### src/rtl/sr_tx_sequencer.sv
// Parallel-to-serial sequencer: a word is taken on valid/ready and shifted out MSB first, one bit per DIV clocks, then one done cycle.
// in_ready is high only in IDLE, so the producer is held off for the whole frame; SR_TX_PARITY_EN adds an even-parity bit period.
module sr_tx_sequencer #(
  parameter int N   = 8,
  parameter int DIV = 4
) (
  input  logic         clk,
  input  logic         reset,
  input  logic [N-1:0] in_data,
  input  logic         in_valid,
  output logic         in_ready,
  output logic         sr_out,
  output logic         control,
  output logic         busy,
  output logic         done
);

  localparam int PW = (DIV > 1) ? $clog2(DIV) : 1;
  localparam int CW = $clog2(N + 1);
  localparam logic [PW-1:0] PRESC_MAX = PW'(DIV - 1);
  localparam logic [CW-1:0] LAST_BIT  = CW'(N - 1);

`ifdef SR_TX_PARITY_EN
  typedef enum logic [1:0] {
    ST_IDLE   = 2'd0,
    ST_SHIFT  = 2'd1,
    ST_DONE   = 2'd2,
    ST_PARITY = 2'd3
  } state_t;
`else
  typedef enum logic [1:0] {
    ST_IDLE  = 2'd0,
    ST_SHIFT = 2'd1,
    ST_DONE  = 2'd2
  } state_t;
`endif

  state_t        state_q, state_d;
  logic [N-1:0]  sr_q, sr_d;
  logic [PW-1:0] presc_q, presc_d;
  logic [CW-1:0] bit_cnt_q, bit_cnt_d;
  logic          bit_strobe;
`ifdef SR_TX_PARITY_EN
  logic          par_q, par_d;
`endif

  always_ff @(posedge clk or posedge reset) begin
    if (reset) begin
      state_q   <= ST_IDLE;
      sr_q      <= '0;
      presc_q   <= '0;
      bit_cnt_q <= '0;
`ifdef SR_TX_PARITY_EN
      par_q     <= 1'b0;
`endif
    end else begin
      state_q   <= state_d;
      sr_q      <= sr_d;
      presc_q   <= presc_d;
      bit_cnt_q <= bit_cnt_d;
`ifdef SR_TX_PARITY_EN
      par_q     <= par_d;
`endif
    end
  end

  always_comb begin
    state_d    = state_q;
    sr_d       = sr_q;
    presc_d    = presc_q;
    bit_cnt_d  = bit_cnt_q;
`ifdef SR_TX_PARITY_EN
    par_d      = par_q;
`endif
    in_ready   = 1'b0;
    sr_out     = 1'b0;
    control    = 1'b0;
    busy       = 1'b0;
    done       = 1'b0;
    // With DIV=1 PRESC_MAX is 0, so every bit-period cycle is a strobe and presc stays 0.
    bit_strobe = (presc_q == PRESC_MAX);

    case (state_q)
      ST_IDLE: begin
        in_ready = ~reset;
        if (in_valid && in_ready) begin
          sr_d      = in_data;
          presc_d   = '0;
          bit_cnt_d = '0;
`ifdef SR_TX_PARITY_EN
          par_d     = ^in_data;
`endif
          state_d   = ST_SHIFT;
        end
      end

      ST_SHIFT: begin
        busy    = 1'b1;
        sr_out  = sr_q[N-1];
        control = bit_strobe;
        presc_d = bit_strobe ? '0 : presc_q + 1'b1;
        if (bit_strobe) begin
          sr_d      = {sr_q[N-2:0], 1'b0};
          bit_cnt_d = bit_cnt_q + 1'b1;
          if (bit_cnt_q == LAST_BIT) begin
`ifdef SR_TX_PARITY_EN
            state_d = ST_PARITY;
`else
            state_d = ST_DONE;
`endif
          end
        end
      end

`ifdef SR_TX_PARITY_EN
      ST_PARITY: begin
        busy    = 1'b1;
        sr_out  = par_q;
        control = bit_strobe;
        presc_d = bit_strobe ? '0 : presc_q + 1'b1;
        if (bit_strobe) begin
          state_d = ST_DONE;
        end
      end
`endif

      ST_DONE: begin
        busy    = 1'b1;
        done    = 1'b1;
        state_d = ST_IDLE;
      end

      default: begin
        state_d = ST_IDLE;
      end
    endcase
  end

  a_ctrl_in_frame: assert property (@(posedge clk) disable iff (reset) control |-> busy);
  a_done_single:   assert property (@(posedge clk) disable iff (reset) done |=> !done);
  a_idle_quiet:    assert property (@(posedge clk) disable iff (reset)
                                    !busy |-> (!sr_out && !control && !done));

endmodule

### config.mk
export PLATFORM = sky130hd
export DESIGN_NAME = sr_tx_sequencer
export DESIGN_NICKNAME = d
export VERILOG_FILES = /design/src/rtl/sr_tx_sequencer.sv
export SDC_FILE = /design/constraint.sdc
export NUM_CORES = 1
export LEC_CHECK = 0
export ABC_AREA = 1
export BUFFER_PORTS_ARGS = -buffer_cell sky130_fd_sc_hd__buf_2
export CAP_MARGIN = 15
export CORE_MARGIN = 10
export CORE_UTILIZATION = 53
export CTS_CLUSTER_SIZE = 20
export DETAILED_ROUTE_END_ITERATION = 7
export PLACE_DENSITY = 0.76
export SLEW_MARGIN = 10
export SYNTH_ARGS = -nofsm -noshare
export SYNTH_HDL_FRONTEND = slang
export SYNTH_SLANG_ARGS = --single-unit
export TNS_END_PERCENT = 30
### constraint.sdc
create_clock -name clk -period 1.9 [get_ports clk]
set_input_delay 0.475 -clock clk [delete_from_list [all_inputs] [get_ports clk]]
set_output_delay 0.475 -clock clk [all_outputs]
set_load 0.03 [all_outputs]
==> results of run 1 <==
-- per-layer routing --
layer	track usage (%)	part of all wire (%)	up-vias
li1	-	-	391
met1	11.63	44	326
met2	17.03	49	13
met3	5.428	6.6	2
met4	3.135	0.61	0
met5	0	0	-
-- through the flow --
step | instance area [µm²] | cells | hold slack (ns)
after floorplan | 885.9 | 106 | 0.4048
after global placement | 973.4 | 137 | 0.4644
after detailed placement | 973.4 | 137 | 0.4688
after CTS | 1030 | 141 | 0.2095
after global routing | 1060 | 145 | 0.2136
final | 1060 | 145 | 0.2200
-- sequential cells by signal, indices dropped and copies added (netlist names) --
| register | cells |
|---|---|
| bit_cnt_q | 4 |
| presc_q | 2 |
| sr_q | 8 |
| state_q | 2 |
-- report_power, final --
group          switching, µW  total, µW  internal, µW  leakage, µW
Combinational            552        905           353     0.000342
Clock                    103        220           117    0.0000210
Sequential              83.0        562           479     0.000205
-- worst register-to-register path: stages (launching register included) --
cell     delay, ns
dfrtp_1       0.40
buf_4         0.15
ha_4          0.18
buf_4         0.14
buf_4         0.14
or2_2         0.28
o21ai_0       0.09
o21ai_1       0.10
-- cell usage in the layout, fill, tap and decap left out --
master	count
o21ai_1	9
ha_2	1
clkbuf_4	3
o21ai_0	10
nand2_4	1
buf_4	9
nand3_1	9
ha_4	1
inv_2	3
buf_2	13
clkbuf_8	1
dfrtp_1	16
nand4_1	1
inv_1	6
nand2_1	29
a21oi_1	3
ha_1	4
or2_2	8
nor2_1	1
nor2_4	1
-- worst min path at each step --
| stage | startpoint | end | slack (ns) | cells past startpoint |
|---|---|---|---|---|
| 2_1_floorplan | reset | bit_cnt_q[0] | 0.40 | 1 |
| 3_3_place_gp | presc_q[0] | presc_q[0] | 0.46 | 1 |
| 3_5_place_dp | presc_q[0] | presc_q[0] | 0.47 | 1 |
| 4_1_cts | reset | presc_q[0] | 0.21 | 3 |
| 5_1_grt | reset | bit_cnt_q[3] | 0.21 | 3 |
| 6_report | reset | presc_q[1] | 0.22 | 3 |
-- logic make-up after synthesis --
group	count (synthesis)	share of synthesized area [%]
DFF	16	45.20
buffers and inverters	12	7.204
adders and majority gates	6	8.474
and+or+nand+nor	50	26.69
AOI/OAI and AO/OA	22	12.43
-- final cells by class --
type | count | area [µm²] | share of cell area (%)
Clock buffer | 4 | 36.28 | 3.424
Multi-Input combinational cell | 78 | 436.7 | 41.20
Inverter | 9 | 33.78 | 3.188
Timing Repair Buffer | 22 | 132.6 | 12.51
Sequential cell | 16 | 400.4 | 37.78
Tap cell | 16 | 20.02 | 1.889
-- what timing repair did --
| item | in CTS | in global routing |
|---|---|---|
| hold buffers | 0 | 0 |
| buffers inserted | 0 | 4 |
| pin swaps | 0 | 0 |
| cloned | 0 | 0 |
| resized for setup | 5 | 1 |
| setup endpoints to repair | 2 | 3 |
==> out/results.ini, run 1 <==
[sta]
rsz0062_at_grt = false
setup_viol = 0
fin_crit_sh_pct = 95.72
max_slew_margin_pct = 75.13
hold_viol_final = 0
fin_setup_tns_ns = 0
timing.final.ws_setup_ns = 0.08125
tightest_slew_ns = 0.3691
period_minus_slack_ns = 1.819
fmax_mhz = 549.8
clock_skew_ns = 0.005250
maxSlewViolCount = 0

[synth]
synth_common_cells = nand2_1 (29), dfrtp_1 (16), o21ai_0 (10)
ys_types = 16
synth-async-reset-ratio_pct = 100.0
synth-seq-cells = 16
synth_area_um2 = 885.9
yosys_warnings = 0
synth-edff-count = 0
synthCells = 106
synth.avg_cell_area_um2 = 8.357
synthTopCellsByArea = dfrtp_1 (45%), nand2_1 (12%), ha_1 (8.5%)
synth_top_cell_by_area = dfrtp_1
yosysSeqAreaShare_pct = 45.20
yosys.cell_count.top_type = nand2_1
ys.flop_type = dfrtp_1
syn_nets = 123
yosys.area.top_type_share_pct = 45.20

[cts]
htree_num_levels = 1
clkLatencyLatePin_ns = 0.28
clkSinkCount = 16
clk_pin_slew_ns = 0.09
cts_buffers = 3
cts_tree = done
cts_root_buf = clkbuf_4
cts_buffer_depth = 2

[cells_and_area]
area_delta_synth_final_pct = 19.63
final_util_pct = 68.75
diodes = 0
layout-drive-gt1-share_pct = 31.78
nFillCells = 125
finalNetCount = 147

[critical_path]
cp_num_cells = 5
required_ns = 1.42
rr_worst_depth = 7
cpPeakStageDelay_ns = 0.40
path_class = flip-flop to output port
crit_start = state_q[0]
path_buf_inv = 3
cp-start-kind = flip-flop
rr_endpoint = sr_q[2]
crit_path_end = in_ready
cpMaxStageDelayCell = dfrtp_1
critPathArrivalTime_ns = 1.34
cp_max_fo = 4
crit_chain = inv_1 > ha_2 > inv_1 > nor2_1 > buf_4
end_kind = output port
ff2ff_setup_slack_ns = 0.31
reg2reg_from = state_q[0]
crit_top_cell = inv_1
critPathTopFamily = flip-flops

[global_routing]
overflow = 0
antenna_found_initial = 0
grt_pass1_vias = 693
grt_use_total_pct = 10.46
grt_pass1_wl_um = 3022
grt_max_degree = 23

[hold_path]
hp-class = input port to asynchronous set/reset pin

[route]
drtIter0Drc = 8
drcViolationCount = 0
routed_via_density = 5.048
num_vias = 732
ant_nets = 0
routed_wl_um = 1807
drt-pass1-iter-count = 4
wl_per_cell_um = 12.46

[job]
cap_violations = 0

[floorplan]
die_width_um = 60.88
io_pins = 16
core_mm2 = 0.001541
die_height_um = 60.88
placementRows = 14
dieArea_mm2 = 0.003706
start_util_pct = 57.47

[status]
status = complete, no violations

[placed_design]
dpl.hpwl_um = 1387
numPortBuffers = 15
place.gp.congestion = 0.8013
preCtsSetupSlack_ns = 0.1425

[pwr]
p_per_area_mw_per_mm2 = 1592
vdd_ir_drop_max_v = 0.0009925
total_power_uw = 1687
leakage_uw = 0.0005675

(Power assumes the default switching activity.)
==> inputs of run 2 (changes only) <==
--- a/config.mk
+++ b/config.mk
@@ -6,6 +6,7 @@
 export NUM_CORES = 1
 export LEC_CHECK = 0
 export ABC_AREA = 1
+export ABC_CLOCK_PERIOD_IN_PS = 1900
 export BUFFER_PORTS_ARGS = -buffer_cell sky130_fd_sc_hd__buf_2
 export CAP_MARGIN = 15
 export CORE_MARGIN = 10
@@ -13,6 +14,7 @@
 export CTS_CLUSTER_SIZE = 20
 export DETAILED_ROUTE_END_ITERATION = 7
 export PLACE_DENSITY = 0.76
+export REMOVE_ABC_BUFFERS = 1
 export SLEW_MARGIN = 10
 export SYNTH_ARGS = -nofsm -noshare
 export SYNTH_HDL_FRONTEND = slang
==> run 2 against run 1 <==
  * Sequential share of layout area up 0.99 points
  * Die area is the same
  * Cell area down 2.2%
  * First-iteration DRC count grew 110%
  * Largest power group unchanged
  * Highest routed layer unchanged
  * Global-route usage up 1.2 points
  * Maximum frequency fell by 0.66%
==> out/results.ini, run 2 (synthesis gave the netlist of run 1 again) <==
[status]
status = complete, no violations

[cells_and_area]
stdcell_count = 142
nFillCells = 128
finalNetCount = 144
layout_commonest_cell = nand2_1
seqCellArea_um2 = 401.6
top_register = sr_q
final_area_mm2 = 0.001036
reg_top3 = sr_q (8), bit_cnt_q (4)
final_cell_mix = nand2_1 (29), dfrtp_1 (15), buf_2 (14)
area_delta_synth_final_pct = 16.95
diodes = 0
largest_register_ff_count = 8
layout-drive-gt1-share_pct = 31.75
multi_input_area_um2 = 436.7

[route]
routed_wl_um = 1924
drtIter0Drc = 17
num_vias = 751
drcViolationCount = 0
ant_nets = 0
drt-pass1-iter-count = 6
routed_via_density = 5.289
wl_per_cell_um = 13.55

[floorplan]
core_mm2 = 0.001541
die_width_um = 60.88
placementRows = 14
start_util_pct = 57.47
dieArea_mm2 = 0.003706
io_pins = 16
die_height_um = 60.88

[global_routing]
grt_pass1_wl_um = 3298
grt_max_degree = 23
grt_pass1_vias = 788
antenna_found_initial = 0
overflow = 0
grt_use_total_pct = 11.68

[placed_design]
numPortBuffers = 15
place.gp.congestion = 0.7331
dp_cells = 136
dpl.hpwl_um = 1437
placed_cell_area_um2 = 965.9
preCtsSetupSlack_ns = 0.1203

[cts]
htree_num_levels = 1
clkLatencyLatePin_ns = 0.29
cts_root_buf = clkbuf_4
cts_buffers = 3
cts_tree = done
clkSinkCount = 16
cts_buffer_depth = 2
clk_pin_slew_ns = 0.10

[critical_path]
critPathArrivalTime_ns = 1.36
end_kind = output port
cp-start-kind = flip-flop
reg2reg_from = state_q[0]
crit_start = state_q[1]
cp_max_fo = 4
path_class = flip-flop to output port
required_ns = 1.42

[sta]
fin_setup_tns_ns = 0
rsz0062_at_grt = false
clock_skew_ns = 0.001476
tightest_slew_ns = 0.3157
setup_viol = 0
max_slew_margin_pct = 78.73
timing.final.ws_setup_ns = 0.06916
hold_viol_final = 0
fmax_mhz = 546.2
fin_crit_sh_pct = 96.36
whs_ns = 0.07742
period_minus_slack_ns = 1.831
maxSlewViolCount = 0

[pwr]
vdd_ir_drop_max_v = 0.001015
leakage_uw = 0.0005507
p_per_area_mw_per_mm2 = 1625

[hold_path]
hp-class = input port to asynchronous set/reset pin

[job]
cap_violations = 0

[run 2: cell types whose count changed in the layout (fill, tap and decap cells not counted)]
cell	delta
buf_2	+1
inv_1	-1
inv_2	+1
dfrtp_1	-1
buf_4	-4
dfrtp_2	+1
[run 2: critical path, stage by stage, from the launching register on]
cell and delay, ns:
dfrtp_1 0.42, inv_2 0.11, ha_2 0.22, inv_1 0.06, nor2_1 0.09, buf_4 0.17
[run 2: metrics by stage]
stage                     power (µW)  util, %
after floorplan                 1177        -
after global placement          1338    62.66
after detailed placement        1390    62.66
after CTS                       1665    66.64
after global routing            1847    67.21
final                           1683    67.21
[run 2: layout make-up]
class	count	area share (%)
multi-input cells	78	42.15
clock buffers	4	3.502
inverters	9	3.261
well taps	16	1.932
flip-flops and latches	16	38.77
repair buffers	19	10.39
[run 2: final timing paths]
path,end,slack (ns),cells after the start
max,in_ready,0.07,5
min,bit_cnt_q[2],0.08,2
max reg2reg,state_q[1],0.26,9
min reg2reg,presc_q[0],0.49,1
max in group asynchronous,sr_q[1],1.39,3
min in group clk,sr_q[0],0.44,3
[run 2: timing repair]
action | CTS | global route
gates cloned | 0 | 0
setup buffers | 1 | 1
hold buffers | 0 | 0
resized for setup | 4 | 3
hold endpoints to repair | 0 | 0
setup endpoints to repair | 3 | 2
[run 2: layer usage]
| metal | part of all wire, % | wire, µm | track usage (%) | vias to the layer above |
|---|---|---|---|---|
| met1 | 45 | 873 | 13.67 | 347 |
| met3 | 4.8 | 92 | 4.593 | 2 |
| met4 | 0.99 | 19 | 4.075 | 0 |
| li1 | - | - | - | 388 |
| met2 | 49 | 939 | 18.92 | 14 |
| met5 | 0 | 0 | 0 | - |
[run 2: where the power goes]
group / leakage [µW] / switching [µW] / internal (µW)
logic: 0.000326 / 555 / 321
clock network: 0.0000210 / 117 / 117
registers: 0.000204 / 92.1 / 481
